--- src/rtl/lsu_pkg.sv ---
// Shared types and default widths for the load/store unit and its nibble merge helper.
// Latency: none (declarations only).
// Backpressure: none (declarations only).
package lsu_pkg;

    localparam int LSU_DATA_W = 8;
    localparam int LSU_NIB_W  = 4;
    localparam int LSU_ADDR_W = 1;

    typedef enum logic [1:0] {
        IDLE = 2'd0,
        RD   = 2'd1,
        CAP  = 2'd2,
        WR   = 2'd3
    } state_t;

    // Request fields captured at the accept edge; widths follow the package defaults.
    typedef struct packed {
        logic                  we;
        logic                  full;
        logic                  half;
        logic [LSU_ADDR_W-1:0] addr;
        logic [LSU_DATA_W-1:0] wdata;
    } req_t;

endpackage

--- src/rtl/load_store_unit_nibble_merge.sv ---
// Nibble insert for read-modify-write stores and nibble extract for loads.
// Latency: combinational.
// Backpressure: none.
module nibble_merge
    import lsu_pkg::*;
#(
    parameter int DATA_W = LSU_DATA_W,
    parameter int NIB_W  = LSU_NIB_W
) (
    input  logic [DATA_W-1:0] old_word,
    input  logic [NIB_W-1:0]  nib,
    input  logic              half,
    input  logic              full,
    output logic [DATA_W-1:0] merged,
    output logic [DATA_W-1:0] load_val
);

    // Byte accesses pass the old word through untouched; nibble accesses
    // replace (store) or isolate and zero-extend (load) the selected half.
    always_comb begin
        merged   = old_word;
        load_val = old_word;
        if (!full) begin
            if (half) begin
                merged[DATA_W-1:NIB_W] = nib;
                load_val = {{(DATA_W-NIB_W){1'b0}}, old_word[DATA_W-1:NIB_W]};
            end else begin
                merged[NIB_W-1:0] = nib;
                load_val = {{(DATA_W-NIB_W){1'b0}}, old_word[NIB_W-1:0]};
            end
        end
    end

endmodule

--- src/rtl/load_store_unit.sv ---
// Sequences load/store requests onto a data_ram with a registered read address, merging nibble stores by read-modify-write.
// Latency from accept edge to rsp_valid: byte store 2, load 3, nibble store 4 (forwarded load / nibble store 2 with LSU_LAST_WR_FWD_EN).
// Backpressure: req_ready is high only in IDLE, one request in flight; rsp_valid is a one-cycle pulse with no response-side stall.
module load_store_unit
    import lsu_pkg::*;
#(
    parameter int DATA_W = LSU_DATA_W,
    parameter int NIB_W  = LSU_NIB_W,
    parameter int ADDR_W = LSU_ADDR_W
) (
    input  logic              clk,
    input  logic              rst_n,
    input  logic              req_valid,
    output logic              req_ready,
    input  logic              req_we,
    input  logic              req_full,
    input  logic              req_half,
    input  logic [ADDR_W-1:0] req_addr,
    input  logic [DATA_W-1:0] req_wdata,
    output logic              rsp_valid,
    output logic [DATA_W-1:0] rsp_rdata,
    output logic [DATA_W-1:0] ram_data,
    output logic [ADDR_W-1:0] ram_addr,
    output logic              ram_we,
    input  logic [DATA_W-1:0] ram_q
);

    state_t state;
    req_t   lat;

    logic [DATA_W-1:0] m_old;
    logic [NIB_W-1:0]  m_nib;
    logic              m_half;
    logic              m_full;
    logic [DATA_W-1:0] merged;
    logic [DATA_W-1:0] load_val;

    // ram_we decodes straight from state so an async reset drops it at once.
    assign req_ready = (state == IDLE);
    assign ram_we    = (state == WR);
    assign ram_addr  = lat.addr;

`ifdef LSU_LAST_WR_FWD_EN
    logic              last_valid;
    logic [ADDR_W-1:0] last_addr;
    logic [DATA_W-1:0] last_data;
    logic              fwd_q;
    logic              hit;

    assign hit = last_valid && (last_addr == req_addr);

    // In IDLE the merge works on the incoming request against the shadow word
    // (forwarded nibble store); otherwise on the latched request against the
    // RAM read, or against the shadow word for a forwarded load.
    always_comb begin
        m_old  = ram_q;
        m_nib  = lat.wdata[NIB_W-1:0];
        m_half = lat.half;
        m_full = lat.full;
        if (state == IDLE) begin
            m_old  = last_data;
            m_nib  = req_wdata[NIB_W-1:0];
            m_half = req_half;
            m_full = req_full;
        end else if (fwd_q) begin
            m_old  = last_data;
        end
    end
`else
    // The merge always sees the latched request and the word read from RAM.
    always_comb begin
        m_old  = ram_q;
        m_nib  = lat.wdata[NIB_W-1:0];
        m_half = lat.half;
        m_full = lat.full;
    end
`endif

    nibble_merge #(
        .DATA_W (DATA_W),
        .NIB_W  (NIB_W)
    ) u_merge (
        .old_word (m_old),
        .nib      (m_nib),
        .half     (m_half),
        .full     (m_full),
        .merged   (merged),
        .load_val (load_val)
    );

    // Request FSM: ram_data doubles as the holding register for the merged word.
    always_ff @(posedge clk or negedge rst_n) begin
        if (!rst_n) begin
            state     <= IDLE;
            lat       <= '0;
            rsp_valid <= 1'b0;
            rsp_rdata <= '0;
            ram_data  <= '0;
`ifdef LSU_LAST_WR_FWD_EN
            fwd_q      <= 1'b0;
            last_valid <= 1'b0;
            last_addr  <= '0;
            last_data  <= '0;
`endif
        end else begin
            rsp_valid <= 1'b0;
            case (state)
                IDLE: begin
                    if (req_valid) begin
                        lat.we    <= req_we;
                        lat.full  <= req_full;
                        lat.half  <= req_half;
                        lat.addr  <= req_addr;
                        lat.wdata <= req_wdata;
                        if (req_we && req_full) begin
                            ram_data <= req_wdata;
                            state    <= WR;
                        end else begin
`ifdef LSU_LAST_WR_FWD_EN
                            fwd_q <= hit;
                            if (hit && req_we) begin
                                ram_data <= merged;
                                state    <= WR;
                            end else if (hit) begin
                                state    <= CAP;
                            end else begin
                                state    <= RD;
                            end
`else
                            state <= RD;
`endif
                        end
                    end
                end
                RD: begin
                    state <= CAP;
                end
                CAP: begin
                    if (lat.we) begin
                        ram_data <= merged;
                        state    <= WR;
                    end else begin
                        rsp_rdata <= load_val;
                        rsp_valid <= 1'b1;
                        state     <= IDLE;
                    end
                end
                WR: begin
                    rsp_valid <= 1'b1;
                    state     <= IDLE;
`ifdef LSU_LAST_WR_FWD_EN
                    last_valid <= 1'b1;
                    last_addr  <= lat.addr;
                    last_data  <= ram_data;
`endif
                end
                default: begin
                    state <= IDLE;
                end
            endcase
        end
    end

endmodule

--- config.mk ---
export PLATFORM = sky130hd
export DESIGN_NAME = load_store_unit
export DESIGN_NICKNAME = d
export VERILOG_FILES = /design/src/rtl/lsu_pkg.sv /design/src/rtl/load_store_unit_nibble_merge.sv /design/src/rtl/load_store_unit.sv
export SDC_FILE = /design/constraint.sdc
export NUM_CORES = 1
export LEC_CHECK = 0
export BUFFER_PORTS_ARGS = -buffer_cell sky130_fd_sc_hd__buf_2
export CAP_MARGIN = 15
export CORE_ASPECT_RATIO = 1.75
export CORE_MARGIN = 2
export CORE_UTILIZATION = 49
export DETAILED_ROUTE_END_ITERATION = 10
export PLACE_DENSITY = 0.84
export SLEW_MARGIN = 20
export SYNTH_ARGS = -nofsm -noshare
export SYNTH_HDL_FRONTEND = slang
export SYNTH_SLANG_ARGS = --single-unit
--- constraint.sdc ---
create_clock -name clk -period 1.7 [get_ports clk]
set_clock_uncertainty 0.2 [all_clocks]
set_input_delay 0.255 -clock clk [delete_from_list [all_inputs] [get_ports clk]]
set_output_delay 0.255 -clock clk [all_outputs]
set_load 0.02 [all_outputs]
==> impl_metrics.ini <==
[place]
dpl_cell_area_um2 = 1570
port_buffers = 42
pre_cts_ws_ns = 0.109
place.gp.congestion = 0.797
hpwl_um = 2270

[floorplanning]
die_w_um = 43.2
core-area_um2 = 2520
num_rows = 24
die_area_um2 = 3140
start_util_pct = 52.3
die_y_um = 72.6
pin_count = 43

[critical_path]
cpPeakStageDelay_ns = 0.47
rr_startpoint = state[0]$_DFFE_PN0P_
cpLargestDelayFamily = flip-flops
cp_slowest_cell = dfrtp_2
r2r_setup_slack_ns = 0.11
critPathKind = reg -> out
critical_path_required_ns = 1.24
crit_fanout = 7
arrival_ns = 1.21
end_kind = primary output
start_kind = flip-flop
critPathBufInv = 2
cp-startpoint = state[1]$_DFFE_PN0P_
crit_chain = nor2_4, buf_4, buf_2

[yosys]
syn_inst = 113
synth_edf_count = 0
netlist_area_um2 = 1320
synth_async_sr_flop_share_pct = 100
ys.warnings.count = 0
synth.distinct_cells = 29
synth_nets = 136
ys.flop_type = dfrtp_1
ys_seq_elements = 27
synth_area_per_cell_um2 = 11.7
ys_seq_area_share_pct = 51.2

[clock_tree]
cts-buffers-inserted = 3
cts_root_buf = clkbuf_8
clockBufferDepth = 2
clkTransAtPathRegs_ns = 0.09
postCtsSetupBuffers = 0
clkSinkCount = 27
cts_tree = done
clk_latency_ns = 0.28
h-tree-depth = 1

[power]
p_int_w = 0.00189
p_sw_share_pct = 41.1
clkPwrFrac_pct = 11.3
combPwrFrac_pct = 50.1
p_total_w = 0.00321
p_sw_w = 0.00132
power_frac_seq_pct = 38.6
ir_drop_mv = 0.976
power.density_nw_per_um2 = 1970
power_leakage_nw = 0.787

[grt]
grt_overflow_total = 0
grt_pass1_vias = 976
grt_max_degree = 28
grt_pass1_wl_um = 4400
antenna_found_initial = 0
track_usage_pct = 18.9

[run]
max_cap_violations = 0

[sta]
finalCritPeriodShare_pct = 98.1
slew_headroom_pct = 61.1
layout_setup_ws_ns = 0.0330
max_slew.worst_pin.slew_ns = 0.584
layout_min_cycle_time_ns = 1.67
whs_ns = 0.00197
finalSetupTns_ns = 0
finalSetupViolCount = 0
finalHoldViolations = 0
fmax_mhz = 600
report.final.slew_viol_count = 0

[drt]
wl_um = 2870
detail_route.wl_per_cell_um = 15.3
detail_route.vias_per_cell = 5.54
vias = 1036
first_iter_violations = 18
route.detailed.drc = 0
firstDrtPassIters = 4
ant_nets = 0

[run_status]
status = completed

[final_layout]
nNetsFinal = 185
syn_to_final_growth_pct = 23.3
drive_gt1_share_pct = 44.1
final_area_um2 = 1630
diodes = 0

[hold_path]
hold_path_class = in -> reg
hp-start = req_addr
logic make-up (layout without fill, tap and decap cells):
family / Yosys count / in the layout / synth area share [%]
buf+inv: 15 / 63 / 6.07
mux: 16 / 16 / 15.2
compound gates: 28 / 28 / 14.4
simple gates: 27 / 27 / 13.1
flops: 27 / 27 / 51.2
worst paths after layout:
kind / end / cells past startpoint
max: req_ready / 3
min: ram_addr$_DFFE_PN0P_ / 2
max reg2reg: ram_data[4]$_DFFE_PN0P_ / 4
min reg2reg: ram_data[2]$_DFFE_PN0P_ / 1
max in group asynchronous: state[1]$_DFFE_PN0P_ / 2
min in group asynchronous: rsp_rdata[7]$_DFFE_PN0P_ / 2
layout by cell type, fill, tap and decap left out:
| cell type | count |
|---|---|
| buf_2 | 42 |
| dfrtp_1 | 25 |
| inv_1 | 9 |
| nand3_1 | 9 |
| mux2i_1 | 8 |
| o21ai_0 | 8 |
| mux2_4 | 8 |
| a21oi_1 | 7 |
| buf_4 | 7 |
| o221ai_1 | 4 |
| a221o_1 | 4 |
| nor2_1 | 4 |
| or3b_2 | 3 |
| clkbuf_8 | 3 |
| a21oi_2 | 2 |
| nand2_1 | 2 |
| dfrtp_2 | 2 |
| and2_1 | 1 |
| nor2_4 | 1 |
| a21boi_0 | 1 |
| nand3b_1 | 1 |
| nor2b_1 | 1 |
| o31ai_1 | 1 |
| and3_1 | 1 |
| nor3_1 | 1 |
| a21boi_1 | 1 |
| or3b_1 | 1 |
| nor3b_4 | 1 |
| and2_4 | 1 |
| clkinv_2 | 1 |
| dlygate4sd3_1 | 1 |
flip-flops by register name, summed over array words and instances, names as in the netlist:
register,cells
lat,5
m_full,1
m_half,1
ram_addr,1
ram_data,8
rsp_rdata,8
rsp_valid,1
state,2
power by group through the flow:
stage | Combinational (W) | Sequential, W | Clock [W]
after global routing | 0.00173 | 0.00128 | 0.000398
final | 0.00161 | 0.00124 | 0.000361
after floorplan | 0.000956 | 0.00141 | 0
after global placement | 0.00157 | 0.00122 | 0
after CTS | 0.00162 | 0.00123 | 0.000373
after detailed placement | 0.00161 | 0.00124 | 0
synthesized netlist by cell type, types with 2 or more instances:
| library cell | n | area [um2] |
|---|---|---|
| or3b_2 | 3 | 26.3 |
| mux2i_1 | 8 | 80.1 |
| buf_4 | 2 | 15.0 |
| a21oi_2 | 2 | 17.5 |
| inv_1 | 9 | 33.8 |
| o21ai_0 | 8 | 40.0 |
| nand3_1 | 9 | 45.0 |
| a21oi_1 | 7 | 35.0 |
| nand2_1 | 2 | 7.51 |
| buf_6 | 2 | 22.5 |
| dfrtp_1 | 27 | 676 |
| nor2_1 | 4 | 15.0 |
| o221ai_1 | 4 | 35.0 |
| a221o_1 | 4 | 40.0 |
| mux2_4 | 8 | 120 |
what timing repair did:
item	CTS	global route
setup endpoints to repair	0	1
gates resized for setup	0	2
hold buffers	1	0
hold endpoints to repair	27	0
metal layers:
| metal | vias to the layer above | part of all wire [%] | track usage, % |
|---|---|---|---|
| met5 | - | 0 | 0 |
| met2 | 28 | 55 | 34.3 |
| li1 | 504 | - | - |
| met4 | 0 | 2.1 | 9.09 |
| met3 | 5 | 3.9 | 2.23 |
| met1 | 499 | 39 | 21.3 |
through the flow:
stage,util (%),instances
after CTS,64.4,187
after global routing,64.5,187
after global placement,62.2,182
after floorplan,-,113
final,64.5,187
after detailed placement,62.2,182
area by class of cell:
cell class,instances,area [um2]
Fill cell,213,896
Sequential cell,27,678
Multi-Input combinational cell,71,563
Timing Repair Buffer,50,273
Clock buffer,3,41.3
Inverter,9,33.8
Tap cell,26,32.5
Clock inverter,1,5.00
Power figures use the tool's default switching activity.
